===== src/rtl/extmem_pkg.sv =====
// Shared types and widths for the external-memory arbiter slice.
// Default word/address widths apply when the platform does not define
// ADDR_EXT_RAM / DATA_EXT_RAM.
`ifndef ADDR_EXT_RAM
`define ADDR_EXT_RAM 12
`endif
`ifndef DATA_EXT_RAM
`define DATA_EXT_RAM 16
`endif

package extmem_pkg;

  localparam int EXT_ADDR_W = `ADDR_EXT_RAM;
  localparam int EXT_DATA_W = `DATA_EXT_RAM;
  localparam int LEN_W      = 8;

  typedef enum logic {
    IDLE  = 1'b0,
    BURST = 1'b1
  } arb_state_e;

  // One burst command as presented by a requester.
  typedef struct packed {
    logic                  we;
    logic [EXT_ADDR_W-1:0] addr;
    logic [LEN_W-1:0]      len;
  } burst_cmd_t;

endpackage


===== src/rtl/extmem_arbiter_rr_arbiter.sv =====
// Combinational one-hot round-robin picker. Searches upward from
// rr_ptr+1 with wrap and grants the first active request.
module rr_arbiter #(
  parameter int NUM_REQ = 3,
  parameter int PTR_W   = 2
) (
  input  logic [NUM_REQ-1:0] req,
  input  logic [PTR_W-1:0]   rr_ptr,
  output logic [NUM_REQ-1:0] grant
);

  logic [PTR_W-1:0] w_idx;
  logic             w_found;

  // Scan the requests in rotated priority order, keep the first hit.
  always_comb begin
    grant   = '0;
    w_found = 1'b0;
    w_idx   = '0;
    for (int k = 1; k <= NUM_REQ; k++) begin
      w_idx = PTR_W'((int'(rr_ptr) + k) % NUM_REQ);
      if (!w_found && req[w_idx]) begin
        grant[w_idx] = 1'b1;
        w_found      = 1'b1;
      end else begin
        w_found = w_found;
      end
    end
  end

endmodule


===== src/rtl/extmem_arbiter.sv =====
// Round-robin arbiter and burst sequencer for the single-port external
// memory. One requester owns the port per burst; one beat per cycle.
// Optional statistics counters are built when EXTMEM_ARB_STATS_EN is defined.
module extmem_arbiter #(
  parameter int NUM_REQ = 3,
  parameter int ADDR_W  = extmem_pkg::EXT_ADDR_W,
  parameter int DATA_W  = extmem_pkg::EXT_DATA_W,
  parameter int LEN_W   = extmem_pkg::LEN_W
) (
  input  logic                  clk,
  input  logic                  rst,
  input  logic [NUM_REQ-1:0]    req,
  input  logic [NUM_REQ-1:0]    req_we,
  input  logic [NUM_REQ*ADDR_W-1:0] req_addr,
  input  logic [NUM_REQ*LEN_W-1:0]  req_len,
  input  logic [NUM_REQ*DATA_W-1:0] req_wdata,
  output logic [NUM_REQ-1:0]    grant,
  output logic [NUM_REQ-1:0]    wr_beat,
  output logic [NUM_REQ-1:0]    rd_valid,
  output logic [DATA_W-1:0]     rd_data,
  output logic [NUM_REQ-1:0]    done,
  output logic                  busy,
`ifdef EXTMEM_ARB_STATS_EN
  output logic [31:0]           stat_busy_cycles,
  output logic [NUM_REQ*16-1:0] stat_bursts,
`endif
  output logic                  mem_re,
  output logic [ADDR_W-1:0]     mem_rd_addr,
  input  logic [DATA_W-1:0]     mem_rd_data,
  output logic                  mem_we,
  output logic [ADDR_W-1:0]     mem_wr_addr,
  output logic [DATA_W-1:0]     mem_wr_data
);

  import extmem_pkg::*;

  localparam int PTR_W = (NUM_REQ > 1) ? $clog2(NUM_REQ) : 1;

  arb_state_e          r_state;
  arb_state_e          w_state_nxt;
  logic [PTR_W-1:0]    r_rr_ptr;
  logic [PTR_W-1:0]    r_owner;
  logic [PTR_W-1:0]    r_owner_d;
  logic                r_we;
  logic                r_re_d;
  logic [ADDR_W-1:0]   r_addr;
  logic [LEN_W-1:0]    r_count;

  logic [NUM_REQ-1:0]  w_pick;
  logic [PTR_W-1:0]    w_pick_idx;
  logic                w_sel_we;
  logic [ADDR_W-1:0]   w_sel_addr;
  logic [LEN_W-1:0]    w_sel_len;
  logic [NUM_REQ-1:0]  w_owner_oh;
  logic [NUM_REQ-1:0]  w_owner_d_oh;
  logic                w_take;
  logic                w_last_beat;

  rr_arbiter #(
    .NUM_REQ (NUM_REQ),
    .PTR_W   (PTR_W)
  ) u_rr_arbiter (
    .req    (req),
    .rr_ptr (r_rr_ptr),
    .grant  (w_pick)
  );

  // Encode the picked requester and select its command fields.
  always_comb begin
    w_pick_idx = '0;
    w_sel_we   = 1'b0;
    w_sel_addr = '0;
    w_sel_len  = '0;
    for (int i = 0; i < NUM_REQ; i++) begin
      if (w_pick[i]) begin
        w_pick_idx = PTR_W'(i);
        w_sel_we   = req_we[i];
        w_sel_addr = req_addr[i*ADDR_W +: ADDR_W];
        w_sel_len  = req_len[i*LEN_W +: LEN_W];
      end else begin
        w_pick_idx = w_pick_idx;
      end
    end
  end

  // Decode current and delayed owner, and mux the owner's write data.
  always_comb begin
    w_owner_oh   = '0;
    w_owner_d_oh = '0;
    mem_wr_data  = '0;
    for (int i = 0; i < NUM_REQ; i++) begin
      if (r_owner == PTR_W'(i)) begin
        w_owner_oh[i] = 1'b1;
        mem_wr_data   = req_wdata[i*DATA_W +: DATA_W];
      end else begin
        w_owner_oh[i] = 1'b0;
      end
      if (r_owner_d == PTR_W'(i)) begin
        w_owner_d_oh[i] = 1'b1;
      end else begin
        w_owner_d_oh[i] = 1'b0;
      end
    end
  end

  // A new command is only accepted from IDLE and never while resetting.
  assign w_take      = (r_state == IDLE) && !rst && (|w_pick);
  assign w_last_beat = (r_state == BURST) && (r_count == '0);

  // Next-state logic: IDLE arbitrates, BURST runs until the last beat.
  always_comb begin
    w_state_nxt = r_state;
    case (r_state)
      IDLE: begin
        if (w_take) begin
          w_state_nxt = BURST;
        end else begin
          w_state_nxt = IDLE;
        end
      end
      BURST: begin
        if (w_last_beat) begin
          w_state_nxt = IDLE;
        end else begin
          w_state_nxt = BURST;
        end
      end
      default: w_state_nxt = IDLE;
    endcase
  end

  assign busy        = (r_state == BURST);
  assign mem_re      = busy && !r_we;
  assign mem_we      = busy && r_we;
  assign mem_rd_addr = r_addr;
  assign mem_wr_addr = r_addr;
  assign grant       = w_take ? w_pick : '0;
  assign wr_beat     = mem_we ? w_owner_oh : '0;
  assign done        = w_last_beat ? w_owner_oh : '0;
  assign rd_valid    = r_re_d ? w_owner_d_oh : '0;
  assign rd_data     = mem_rd_data;

  // State, captured command, beat counters and the read-return tag.
  always_ff @(posedge clk) begin
    if (rst) begin
      r_state   <= IDLE;
      r_rr_ptr  <= PTR_W'(NUM_REQ - 1);
      r_owner   <= '0;
      r_owner_d <= '0;
      r_we      <= 1'b0;
      r_re_d    <= 1'b0;
      r_addr    <= '0;
      r_count   <= '0;
    end else begin
      r_state   <= w_state_nxt;
      r_re_d    <= mem_re;
      r_owner_d <= r_owner;
      if (w_take) begin
        r_owner  <= w_pick_idx;
        r_rr_ptr <= w_pick_idx;
        r_we     <= w_sel_we;
        r_addr   <= w_sel_addr;
        r_count  <= w_sel_len;
      end else if (r_state == BURST) begin
        r_addr  <= r_addr + ADDR_W'(1);
        r_count <= r_count - LEN_W'(1);
      end
    end
  end

`ifdef EXTMEM_ARB_STATS_EN
  logic [31:0]           r_stat_busy;
  logic [NUM_REQ*16-1:0] r_stat_bursts;

  // Saturating busy-cycle and per-requester grant counters.
  always_ff @(posedge clk) begin
    if (rst) begin
      r_stat_busy   <= '0;
      r_stat_bursts <= '0;
    end else begin
      if (busy && (r_stat_busy != 32'hFFFF_FFFF)) begin
        r_stat_busy <= r_stat_busy + 32'd1;
      end
      for (int i = 0; i < NUM_REQ; i++) begin
        if (grant[i] && (r_stat_bursts[i*16 +: 16] != 16'hFFFF)) begin
          r_stat_bursts[i*16 +: 16] <= r_stat_bursts[i*16 +: 16] + 16'd1;
        end
      end
    end
  end

  assign stat_busy_cycles = r_stat_busy;
  assign stat_bursts      = r_stat_bursts;
`endif

endmodule


===== config.mk =====
export PLATFORM = sky130hd
export DESIGN_NAME = extmem_arbiter
export DESIGN_NICKNAME = d
export VERILOG_FILES = /design/src/rtl/extmem_pkg.sv /design/src/rtl/extmem_arbiter_rr_arbiter.sv /design/src/rtl/extmem_arbiter.sv
export SDC_FILE = /design/constraint.sdc
export NUM_CORES = 1
export LEC_CHECK = 0
export BUFFER_PORTS_ARGS = -buffer_cell sky130_fd_sc_hd__buf_2
export CORE_ASPECT_RATIO = 0.9
export CORE_UTILIZATION = 25
export DETAILED_ROUTE_END_ITERATION = 16
export GPL_TIMING_DRIVEN = 1
export PLACE_DENSITY = 0.61
export SYNTH_ARGS = -nofsm -noshare
export SYNTH_HDL_FRONTEND = slang
export SYNTH_SLANG_ARGS = --single-unit

===== constraint.sdc =====
create_clock -name clk -period 3.4 [get_ports clk]
set_clock_uncertainty 0.15 [all_clocks]
set_input_delay 0.17 -clock clk [delete_from_list [all_inputs] [get_ports clk]]
set_output_delay 0.17 -clock clk [all_outputs]
set_load 0.01 [all_outputs]

== Yosys cells after proc, flatten, opt, wreduce, memory -nomap -nowiden ==
Index checks and enable logic that the tools add are counted.

* $add $sub $neg: 5
* Div/mod/pow operators: 3
* Magnitude comparators: 6
* Equal/unequal tests: 4
* Mux-type cells: 48
* Bitwise logic cells: 3
* Reduce and logical (&&, ||, !) cells: 19

{| class="wikitable"
|+ Operators with widths
! kind !! number
|-
| $mod 32x3->32 const B || 3
|-
| $mux 12 || 5
|-
| $mux 16 || 3
|-
| $mux 8 || 5
|-
| $mux 3 || 7
|-
| $mux 1 || 20
|-
| $add 12x1->12 const B || 1
|-
| $logic_and 1x1->1 || 10
|-
| $lt 2x3->1 const B || 3
|-
| $logic_not 8->1 || 1
|-
| $sub 8x1->8 const B || 1
|-
| $add 2x2->3 const B || 2
|-
| $bmux 1 s2 || 3
|-
| $demux 1 s2 || 3
|-
| $ge 2x1->1 const B || 3
|-
| $or 3x3->3 || 2
|-
| $eq 2x1->1 const B || 2
|-
| $eq 2x2->1 const B || 2
|-
| $logic_not 1->1 || 4
|-
| $logic_not 2->1 || 2
|-
| $add 2x1->3 const B || 1
|-
| $reduce_or 3->1 || 1
|-
| $mux 2 || 1
|-
| $pmux 1 s2 || 1
|-
| 2 further kinds || 2
|}

* Register bits after elaboration: 29
* Input port bits: 132
* Word-level logic and storage cells: 96

== Logic depth before layout (Yosys ltp) ==
Gate-level depths: netlist of run 1.

* Depth after elaboration: 15
* Gate-level depth with buffers: 12
* Mapped depth without buffers: 9

== Cells and area by module ==
From an unflattened synthesis of run 1, not the netlist that was laid out.

* Cell total of the unflattened synthesis: 346
* Area, all modules: 2630.0 µm²

{| class="wikitable"
|+ By module, submodules not included
! module !! times used !! cells each !! area each (µm²)
|-
| extmem_arbiter || 1 || 314 || 2402.3
|-
| rr_arbiter || 1 || 32 || 227.7
|}

== Worst setup path after synthesis of run 1 ==
Ideal clock, no wire load.

* Path kind: flip-flop to flip-flop
* From: register r_rr_ptr[0]
* To: register r_addr[1] (netlist: mem_rd_addr[1])
* Arrival time: 2.572 ns
* Data required time: 3.131 ns
* Path slack: 0.559 ns
* Stages on the path, launching flop included: 11
* Path buffers: 1
* Period minus slack after synthesis: 2.841 ns
* Cell sequence: dfxtp_1 buf_1 inv_1 ha_1 and2b_1 a21oi_1 o31a_1 a21oi_1 nor2_1 a221o_1 o221a_1

* Cells in the longest elaborated chain, start to end: 15
* Elaborated cells between the ends (all ways): 45
* Classes of those cells: add/sub: 3; div: 3; order compare: 6; mux: 21; bitwise: 2; reduce/logical: 10

{| class="wikitable"
|+ RTL lines
! item !! RTL line !! RTL
|-
| from (decl) || extmem_arbiter.sv:41 || <nowiki>logic [PTR_W-1:0] r_rr_ptr;</nowiki>
|-
| from (signal assigned) || extmem_arbiter.sv:147 || <nowiki>r_rr_ptr <= PTR_W'(NUM_REQ - 1);</nowiki>
|-
| from (signal assigned) || extmem_arbiter.sv:160 || <nowiki>r_rr_ptr <= w_pick_idx;</nowiki>
|-
| $add 2x1->3 || extmem_arbiter_rr_arbiter.sv:21 || <nowiki>w_idx = PTR_W'((int'(rr_ptr) + k) % NUM_REQ);</nowiki>
|-
| $mod 32x3->32 || extmem_arbiter_rr_arbiter.sv:21 ||
|-
| $lt 2x3->1 (implied by the code), or another cell as far along || extmem_arbiter_rr_arbiter.sv:23 || <nowiki>grant[w_idx] = 1'b1;</nowiki>
|-
| $logic_and 1x1->1 (implied by the code) / $mux 1 (equally long branches) || extmem_arbiter_rr_arbiter.sv:23, extmem_arbiter_rr_arbiter.sv:22 ||
|-
| $mux 1, on equally long branches || extmem_arbiter_rr_arbiter.sv:23, extmem_arbiter_rr_arbiter.sv:22 ||
|-
| $demux 1 s2 / $logic_not 1->1 (equally long branches) || - ||
|-
| $mux 3 / $logic_and 1x1->1 (equally long branches) || extmem_arbiter_rr_arbiter.sv:22 || <nowiki>if (!w_found && req[w_idx]) begin</nowiki>
|-
| $or 3x3->3 (no line) / $mux 1 (equally long branches) || - ||
|-
| $mux 3 / $logic_not 1->1 (equally long branches) || extmem_arbiter_rr_arbiter.sv:22 ||
|-
| $or 3x3->3 (no line) / $logic_and 1x1->1 (equally long branches) || - ||
|-
| $mux 3 * || extmem_arbiter_rr_arbiter.sv:22 ||
|-
| $mux 12 (3 in series) || extmem_arbiter.sv:75 || <nowiki>if (w_pick[i]) begin</nowiki>
|-
| $mux 12 || extmem_arbiter.sv:158 || <nowiki>if (w_take) begin</nowiki>
|-
| to (signal assigned) || extmem_arbiter.sv:162 || <nowiki>r_addr <= w_sel_addr;</nowiki>
|-
| to (signal assigned) || extmem_arbiter.sv:165 || <nowiki>r_addr <= r_addr + ADDR_W'(1);</nowiki>
|-
| to (decl) || extmem_arbiter.sv:46 || <nowiki>logic [ADDR_W-1:0] r_addr;</nowiki>
|}

Mark *: on every way between the ends. The rest lies on a longest branch, timed or not. The select of a mux whose other input is x is not followed.
A chain may end at the register's enable or synchronous reset.

== Worst setup path in the final report of run 1 ==
* From: register r_rr_ptr[1]
* To: output grant[2]

* Cells in the longest elaborated chain, start to end: 14
* Elaborated cells between the ends (all ways): 41
* Classes of those cells: add/sub: 3; div: 3; order compare: 6; mux: 18; bitwise: 2; reduce/logical: 9

{| class="wikitable"
|+ RTL lines
! item !! RTL line !! RTL
|-
| $add 2x1->3 || extmem_arbiter_rr_arbiter.sv:21 ||
|-
| $mod 32x3->32 || extmem_arbiter_rr_arbiter.sv:21 ||
|-
| $lt 2x3->1 (implied by the code), or another cell as far along || extmem_arbiter_rr_arbiter.sv:23 ||
|-
| $logic_and 1x1->1 (implied by the code) / $mux 1 (equally long branches) || extmem_arbiter_rr_arbiter.sv:23, extmem_arbiter_rr_arbiter.sv:22 ||
|-
| $mux 1, on equally long branches || extmem_arbiter_rr_arbiter.sv:23, extmem_arbiter_rr_arbiter.sv:22 ||
|-
| $demux 1 s2 / $logic_not 1->1 (equally long branches) || - ||
|-
| $mux 3 / $logic_and 1x1->1 (equally long branches) || extmem_arbiter_rr_arbiter.sv:22 ||
|-
| $or 3x3->3 (no line) / $mux 1 (equally long branches) || - ||
|-
| $mux 3 / $logic_not 1->1 (equally long branches) || extmem_arbiter_rr_arbiter.sv:22 ||
|-
| $or 3x3->3 (no line) / $logic_and 1x1->1 (equally long branches) || - ||
|-
| $mux 3 * || extmem_arbiter_rr_arbiter.sv:22 ||
|-
| $reduce_or 3->1 || extmem_arbiter.sv:107 || <nowiki>assign w_take = (r_state == IDLE) && !rst && (|w_pick);</nowiki>
|-
| $logic_and 1x1->1 || extmem_arbiter.sv:107 ||
|-
| $mux 3 * || extmem_arbiter.sv:137 || <nowiki>assign grant = w_take ? w_pick : '0;</nowiki>
|-
| to (decl) || extmem_arbiter.sv:17 || <nowiki>output logic [NUM_REQ-1:0] grant,</nowiki>
|}

Marked as above.

==> run metrics, run 1 <==
CP cell instances=inv_1 > ha_1 > nand2b_1 > a311oi_1 > or2_1 > buf_4 > nor3_1 > buf_2; clock latency at the later pin of the worst-skew pair=0.27 ns; EDFF count, synth=0; DRT Pass-1 Iters=4; GRT Util Overall=17.1%; clock buffer count from CTS=3; Die Width=109 µm; internal power=1.57 mW; Post-synth ARST share=0%; Yosys cell types=46; Net Sw Power=1.57 mW; Syn Area/Cell=7.43 µm²; Routability Congestion=0.857; max-cap violations=0; final setup fails=0; CTS root buffer=clkbuf_16; Final Non-Filler Cells=603; Sw Share=49.9%; Met3 Wirelength=511 µm; kind of critical path=reg2out; first-pass GRT wire length=14.7 mm; row count=34; die area=0.0108 mm²; pin count of the biggest net entering global routing=30; fraction of power consumed by combinational cells=71.0%; vias in the first global route=2860; core area=0.00987 mm²; Worst Path Required=3.08 ns; post-synth top area share=21.6%; CP arrival=2.72 ns; layout cells sized above 1=39.0%; crit path buf inv count=3; top post-synthesis cells by area=dfxtp_1 22%, a221o_1 8.1%, buf_4 8.1%; power share of the sequential group=17.7%; Met1 Wirelength=4.54 mm; Final period util=89.4%; area leader, netlist=dfxtp_1; DR top layer=met4; Setup WS post-layout=0.361 ns; Tmin final=3.04 ns; top cells by count, synth=29 x nand2_1, 28 x buf_4, 28 x dfxtp_1; Worst Hold Class=in2reg; setup repair after global routing missed its margin=no; status=completed; 1st-iter DRT viols=157; Max Fclk=329 MHz; antenna diode count=0; pre-CTS WS=0.193 ns; Routed Antenna Nets=0; Leak=1.60 nW; Critical Path Fanout Max=21; H-tree levels=1; io pins=203; clock power share=11.3%; CP max stage cell=a311oi_1; Post-Synthesis Cells=349; worst slew pin tran=0.638 ns; Slew headroom=57.4%; most common cell in the netlist=nand2_1; CTS Buffer Depth=2; hpwl dp=7.31 mm; DRC=0; post-route setup TNS=0 ns; VDD IR max=0.429 mV; initial antenna violation count=0; dpl cells=599; Yosys reg bits=28; Synth Cell Area=0.00259 mm²; Via Count=3132; pwr/cell area=912 mW/mm²; metal2 WL=4.28 mm; Post-Route WL=9.46 mm; Final Max Tran Viols=0; Area growth, synth to finish=33.1%; clock transition at the registers of the reported paths=0.07 ns; total power=3.14 mW; Avg WL per Cell=15.7 µm; TritonCTS clock tree=yes; final instance area=0.00345 mm²; syn_nets=487; final hold viol count=0; crit-path leading delay family=buffers and inverters; Fillers=1052; CP endpoint kind=output pin; max incr delay on CP=0.55 ns; synth warn=0; clock sinks=28; die height=98.6 µm; DP Area=0.00334 mm²; DR vias/cell=5.19; ys flop type=dfxtp_1; GRT overflow=0; sequential fraction of the synthesis area=21.6%; Post-CTS Hold Buffers=0; Total Nets Final=616; startpoint types=flop; number of port buffers=170; Starting Density=26.3%
## cells by family (layout without fill, tap and decap cells)
group | after synthesis | count (layout) | share of synthesized area (%)
multiplexers | 20 | 20 | 7.72
flip-flops | 28 | 28 | 21.6
buffers and inverters | 65 | 193 | 14.1
adder cells (fa/ha/maj) | 6 | 6 | 2.90
XOR/XNOR | 3 | 3 | 1.01
AND/OR/NAND/NOR | 105 | 105 | 20.3
AO/OA/AOI/OAI | 122 | 122 | 32.4
## repair_timing
action / CTS / global route
resized for setup: 0 / 1
setup endpoints to repair: 0 / 8
setup buffers: 0 / 0
## per-stage QoR
step	hold WS (ns)	utilization (%)
floorplan	0.100	-
global placement	0.190	33.8
detailed placement	0.190	33.8
CTS	0.0632	34.9
global route	0.0905	35.0
finish	0.0698	35.0
## final cells by class
cell class                 instances  area, µm²  area share (%)
multi-input combinational        256       1670            48.5
timing repair buffer             178        911            26.4
sequential                        28        561            16.2
tap                              126        158            4.57
clock buffer                       3       75.1            2.18
inverter                          11       41.3            1.20
clock inverter                     1       30.0           0.871
## worst min-delay path, stage by stage
cell and delay [ns]:
buf_2 0.08, o211ai_1 0.09, a21oi_1 0.12
## power by group through the flow
stage          combinational (mW)  clock, mW  sequential [mW]
6_report                     2.23      0.355            0.556
5_1_grt                      2.48      0.374            0.578
4_1_cts                      2.22      0.364            0.556
3_5_place_dp                 2.22          0            0.563
3_3_place_gp                 2.18          0            0.558
2_1_floorplan                1.63          0            0.541
## cell usage in the layout (no fill, tap or decap), drive strengths merged, types with 2 or more instances in the layout
master,synthesis,routed
nor2b,3,3
a22oi,2,2
nor2,24,24
and2,2,2
xnor2,2,2
nand4,2,2
a221o,21,21
or3,3,3
nor4,3,3
o21a,4,4
clkbuf,14,3
buf,40,178
o21ai,36,36
mux2i,20,20
nand2b,6,6
nand2,29,29
nor3b,2,2
and3,6,6
nand3,2,2
inv,11,11
a21oi,17,17
nor3,10,10
nand3b,8,8
a31oi,13,13
o211ai,20,20
dfxtp,28,28
or2,3,3
ha,6,6
## registers in the layout (all words and copies together) (netlist names)
register / count
busy: 1
r_re_d: 1
r_count: 8
r_rr_ptr: 2
r_owner_d: 2
r_we: 1
r_owner: 1
mem_rd_addr: 12
## worst paths after layout
kind | start | end | depth (start not counted) | slack (ns)
max reg2reg | r_rr_ptr[0] | mem_rd_addr[9] | 9 | 0.40
max | r_rr_ptr[1] | grant[2] | 8 | 0.36
min | req_addr[32] | mem_rd_addr[8] | 3 | 0.07
min reg2reg | r_we | r_we | 2 | 0.37
## layer usage
metal	up-vias	GRT usage (%)
met2	107	26.1
met5	-	0
li1	1527	-
met3	14	2.51
met1	1484	25.1
met4	0	4.41
No activity file was read; power rests on OpenSTA's default activity.
==> inputs of run 2 (changes only) <==
--- a/config.mk
+++ b/config.mk
@@ -13,4 +13,5 @@
 export PLACE_DENSITY = 0.61
 export SYNTH_ARGS = -nofsm -noshare
 export SYNTH_HDL_FRONTEND = slang
+export SYNTH_HIERARCHICAL = 1
 export SYNTH_SLANG_ARGS = --single-unit
==> run metrics, run 2 <==
status=completed; CTS root buffer=clkbuf_16; TritonCTS clock tree=yes; CP cell instances=inv_1 > ha_1 > nor2b_1 > o2bb2ai_2 > o22ai_2 > buf_4 > inv_2 > nor3_1 > buf_2; Die Width=110 µm (+0.71%); Leak=1.60 nW (+0.23%); clock transition at the registers of the reported paths=0.07 ns (about the same); Via Count=3065 (-2.1%); Setup Fix Bufs, Post-CTS=0 (unchanged); die area=0.0109 mm² (+1.4%); Final period util=93.3% (+3.9 points); Avg WL per Cell=15.1 µm (-3.6%); DRC=0 (unchanged); post-CTS resize count=0 (unchanged); post-route setup TNS=0 ns (unchanged); row count=35 (+2.9%); pin count of the biggest net entering global routing=28 (-6.7%); top cells by count, synth=35 x nand2_1, 28 x buf_4, 28 x dfxtp_1; layout cells sized above 1=41.5% (+2.5 points); synth warn=6 (+6); H-tree levels=1 (unchanged); reg-to-reg slack, setup=0.24 ns (-0.16 ns); die height=99.3 µm (+0.71%); max-cap violations=0 (unchanged); Tmin final=3.17 ns (+0.132 ns); CP max stage cell=nor3_1; final setup fails=0 (unchanged); most common cell in the netlist=nand2_1; io pins=203 (unchanged); hpwl dp=7.20 mm (-1.5%); final design utilization=33.9% (-1.0 points); final hold viol count=0 (unchanged); number of port buffers=170 (unchanged); CTS Buffer Depth=2 (unchanged); syn_nets=485 (-0.41%); Yosys cell types=63 (+37%); crit-path leading delay family=buffers and inverters; GRT Util Overall=15.8% (-1.4 points); startpoint types=flop; pwr/cell area=843 mW/mm² (-7.5%); Routed Antenna Nets=0 (unchanged); hold_sp=req_addr[35]; most common cell after layout, fill and taps aside=buf_2; antenna diode count=0 (unchanged); Worst Hold Path Cells=3 (unchanged); reg-to-reg endpoint=mem_rd_addr[6]; GRT overflow=0 (unchanged); DR vias/cell=5.07 (-2.3%); Synth Cell Area=0.00263 mm² (+1.4%); Worst Path Required=3.08 ns (about the same); Max Fclk=315 MHz (-4.2%); Starting Density=25.7% (-0.60 points); Post-synth ARST share=0% (unchanged); first-pass GRT wire length=13.7 mm (-7.1%); Total Nets Final=616 (unchanged); Post-Route WL=9.14 mm (-3.5%); VDD IR max=0.400 mV (-6.8%); kind of critical path=reg2out; vias in the first global route=2750 (-3.8%); clock latency at the later pin of the worst-skew pair=0.26 ns (about the same); commonest non-fill, non-tap cells in the layout=170 x buf_2, 35 x nand2_1, 28 x dfxtp_1; ys flop type=dfxtp_1; sequential fraction of the synthesis area=21.3% (-0.31 points); worst slew pin tran=0.575 ns (-0.0633 ns); DRT Pass-1 Iters=5 (+1); Syn Area/Cell=7.60 µm² (+2.3%); setup repair after global routing missed its margin=no; reg2reg path depth=11 (+2); clock sinks=28 (unchanged); area leader, netlist=dfxtp_1; core area=0.0102 mm² (+3.8%); post-synth top area share=21.3% (-0.31 points); CP endpoint kind=output pin; crit path buf inv count=4 (+1); EDFF count, synth=0 (unchanged); Area growth, synth to finish=32.2%; Largest register FFs=12 (unchanged); Slew headroom=61.7% (+4.3 points); max incr delay on CP=0.47 ns (-0.08 ns); Post-CTS Hold Buffers=0 (unchanged); top post-synthesis cells by area=dfxtp_1 21%, buf_4 8.0%, mux2i_1 8.0%; Yosys reg bits=28 (unchanged); worst r2r src=r_rr_ptr[0]; Critical Path Fanout Max=17 (-19%); 1st-iter DRT viols=149 (-5.1%); Routability Congestion=0.844 (-1.6%); Worst Hold Class=in2reg; CP arrival=2.85 ns (+0.13 ns); initial antenna violation count=0 (unchanged); Final Max Tran Viols=0 (unchanged); hold worst-path end=mem_rd_addr[11]; clock buffer count from CTS=3 (unchanged); Post-Synthesis Cells=346 (-0.86%)
[run 2: changes by cell type after synthesis, sizes merged, moves of 6 or more]
cell	before	now
a31oi	13	5
nand3b	8	1
o211ai	20	12
a221oi	0	8
a221o	21	11
nand2	29	35
o21ai	36	23
[run 2: metal layers]
layer	GRT usage (%)	wire length, µm
met5	0	0
met1	21.3	4130
met3	2.56	545
met4	1.92	25
met2	26.9	4440
[run 2: cell type report]
cell class	count	area, µm²
inverters	14	52.6
flip-flops and latches	28	561
well taps	129	161
multi-input cells	250	1700
fillers	1105	6770
repair buffers	180	926
clock buffers	3	75.1
[run 2: worst max-delay path by stage]
stage	startpoint	endpoint	slack, ns	cells past startpoint
floorplan	r_rr_ptr[0]	r_rr_ptr[1]	0.57	11
global placement	r_rr_ptr[0]	mem_rd_addr[6]	0.45	11
detailed placement	r_rr_ptr[0]	mem_rd_addr[6]	0.25	11
CTS	r_rr_ptr[0]	grant[2]	0.20	9
global route	r_rr_ptr[0]	mem_rd_addr[6]	0.03	11
finish	r_rr_ptr[0]	grant[2]	0.23	9
[run 2: metrics by stage]
step                power, mW  cells  hold WS (ns)  area, µm²  worst slack [ns]
floorplan                2.10    346         0.221       2630             0.565
global placement         2.62    601         0.190       3400             0.455
detailed placement       2.65    601         0.190       3400             0.252
CTS                      2.93    604        0.0890       3470             0.198
global route             3.17    604        0.0982       3480            0.0322
finish                   2.93    604        0.0843       3480             0.229
[run 2: power breakdown]
part	leakage [nW]	internal, mW	switching [mW]
registers	0.231	0.461	0.196
logic	1.34	0.886	1.12
clock network	0.0370	0.156	0.115
[run 2: kinds of logic after synthesis]
family | after synthesis | synth area share, %
flip-flops | 28 | 21.3
adder cells (fa/ha/maj) | 7 | 3.33
buffers and inverters | 68 | 14.3
AND/OR/NAND/NOR | 113 | 22.9
XOR/XNOR | 3 | 0.999
multiplexers | 21 | 7.99
AO/OA/AOI/OAI | 106 | 29.1
[run 2: tightest hold or removal path: stages]
cell and delay [ns]:
buf_2 0.08, o211ai_1 0.07, a31oi_1 0.14
==> inputs of run 3 (changes only) <==
--- a/config.mk
+++ b/config.mk
@@ -7,10 +7,10 @@
 export LEC_CHECK = 0
 export BUFFER_PORTS_ARGS = -buffer_cell sky130_fd_sc_hd__buf_2
 export CORE_ASPECT_RATIO = 0.9
-export CORE_UTILIZATION = 25
+export CORE_UTILIZATION = 41
 export DETAILED_ROUTE_END_ITERATION = 16
 export GPL_TIMING_DRIVEN = 1
-export PLACE_DENSITY = 0.61
+export PLACE_DENSITY = 0.88
 export SYNTH_ARGS = -nofsm -noshare
 export SYNTH_HDL_FRONTEND = slang
 export SYNTH_HIERARCHICAL = 1
==> run metrics, run 3 (synthesis results as in run 2) <==
pwr/cell area=847 mW/mm² (+0.44%); DRT Pass-1 Iters=6 (+1); clock latency at the later pin of the worst-skew pair=0.28 ns (+0.02 ns); first-pass GRT wire length=13.4 mm (-1.9%); VDD IR max=0.520 mV (+30%); Register Area=561 µm² (unchanged); Final period util=89.8% (-3.4 points); CTS Buffer Depth=2 (unchanged); Sw Share=49.8% (+1.1 points); power share of the sequential group=23.5% (+1.1 points); Die Width=86.4 µm (-22%); Routability Congestion=0.932 (+10%); clock sinks=28 (unchanged); H-tree levels=1 (unchanged); core area=0.00615 mm² (-40%); TritonCTS clock tree=yes; Via Count=3222 (+5.1%); pin count of the biggest net entering global routing=34 (+21%); Area growth, synth to finish=29.5%; CP max stage cell=ha_1; Tmin final=3.05 ns (-0.117 ns); max-cap violations=0 (unchanged); max incr delay on CP=0.45 ns (-0.02 ns); Max Fclk=327 MHz (+3.8%); final instance area=0.00341 mm² (-2.0%); Routed Antenna Nets=0 (unchanged); row count=27 (-23%); hpwl dp=6.69 mm (-7.0%); startpoint types=flop; Leak=1.59 nW (-0.60%); CP endpoint kind=flop; multi-input logic area=0.00170 mm² (+0.15%); CP arrival=3.11 ns (+0.26 ns); layout cells sized above 1=41.8% (+0.33 points); die height=78.0 µm (-21%); most common cell after layout, fill and taps aside=buf_2; final setup fails=0 (unchanged); vias in the first global route=2854 (+3.8%); clock buffer count from CTS=3 (unchanged); worst slew pin tran=0.568 ns (-0.00674 ns); final design utilization=55.4% (+21 points); io pins=203 (unchanged); DR vias/cell=5.72 (+13%); GRT Util Overall=24.4% (+8.7 points); antenna diode count=0 (unchanged); initial antenna violation count=0 (unchanged); Fillers=575 (-48%); internal power=1.45 mW (-3.8%); Total Nets Final=616 (unchanged); reg-to-reg slack, setup=0.35 ns (+0.11 ns); 1st-iter DRT viols=298 (+100%); Largest register FFs=12 (unchanged); Final Max Tran Viols=0 (unchanged); CTS root buffer=clkbuf_8; number of port buffers=170 (unchanged); Slew headroom=62.1% (+0.40 points); CP cell instances=inv_1 > ha_1 > mux2i_1 > o21ai_0 > a32oi_1 > o21ai_1 > nor3_2 > nor2_1 > buf_4 > a311o_1 > a31oi_1; Worst Hold Class=in2reg; status=completed; fraction of power consumed by combinational cells=69.1% (+0.8 points); Avg WL per Cell=15.3 µm (+1.4%); dpl cells=559 (-7.0%); DP Area=0.00335 mm² (-1.5%); setup repair after global routing missed its margin=no; Starting Density=42.8% (+17 points); Final Non-Filler Cells=563 (-6.8%); Post-Route WL=8.63 mm (-5.5%); clock power share=7.4% (-1.9 points); kind of critical path=reg2reg; clock transition at the registers of the reported paths=0.09 ns (+0.02 ns); final hold viol count=0 (unchanged); die area=0.00674 mm² (-38%); post-route setup TNS=0 ns (unchanged); Net Sw Power=1.44 mW (+0.72%); Worst Path Required=3.45 ns (+0.37 ns); GRT overflow=0 (unchanged); commonest non-fill, non-tap cells in the layout=170 x buf_2, 35 x nand2_1, 28 x dfxtp_1; Critical Path Fanout Max=9 (-8); DRC=0 (unchanged)
run 3: what timing repair did:
item,4_1_cts,5_1_grt
endpoints found under the setup margin,0,1
resized for setup,0,1
hold buffers,0,0
buffers inserted,0,0
run 3: final cells by class:
type / count / area share (%)
Clock buffer: 4 / 1.62
Tap cell: 87 / 3.19
Sequential cell: 28 / 16.5
Inverter: 14 / 1.54
Timing Repair Buffer: 180 / 27.2
Multi-Input combinational cell: 250 / 50.0
run 3: per-layer routing:
layer	share of wire [%]	global-route usage (%)
met4	2.5	6.50
met3	9.4	3.83
met2	47	41.1
met5	0	0
met1	41	32.2
run 3: power by group through the flow:
stage                     registers [mW]  logic [mW]  clock network (mW)
final                              0.678        1.99               0.214
after global routing               0.706        2.18               0.230
after CTS                          0.668        1.96               0.213
after detailed placement           0.675        1.95                   0
after global placement             0.662        1.90                   0
after floorplan                    0.621        1.48                   0
run 3: stage by stage:
stage	power (mW)	worst slack, ns	hold WS (ns)
finish	2.88	0.346	0.0712
global route	3.11	0.0312	0.0907
CTS	2.84	0.207	0.0624
detailed placement	2.63	0.389	0.190
global placement	2.56	0.551	0.190
floorplan	2.10	0.565	0.221
run 3: path summary, 6_finish.rpt:
path | end | cells past startpoint | from
max | mem_rd_addr[11] | 11 | r_rr_ptr[0]
min | r_we | 3 | req_we[2]
max reg2reg | mem_rd_addr[11] | 11 | r_rr_ptr[0]
min reg2reg | r_we | 2 | r_we
run 3: worst max-delay path: cells and delay by family (launching register included):
| kind | cells | cell delay (ns) |
|---|---|---|
| AO/OA/AOI/OAI | 5 | 0.86 |
| AND/OR/NAND/NOR | 2 | 0.56 |
| adder cells (fa/ha/maj) | 1 | 0.45 |
| flip-flops | 1 | 0.39 |
| buffers and inverters | 2 | 0.29 |
| multiplexers | 1 | 0.27 |
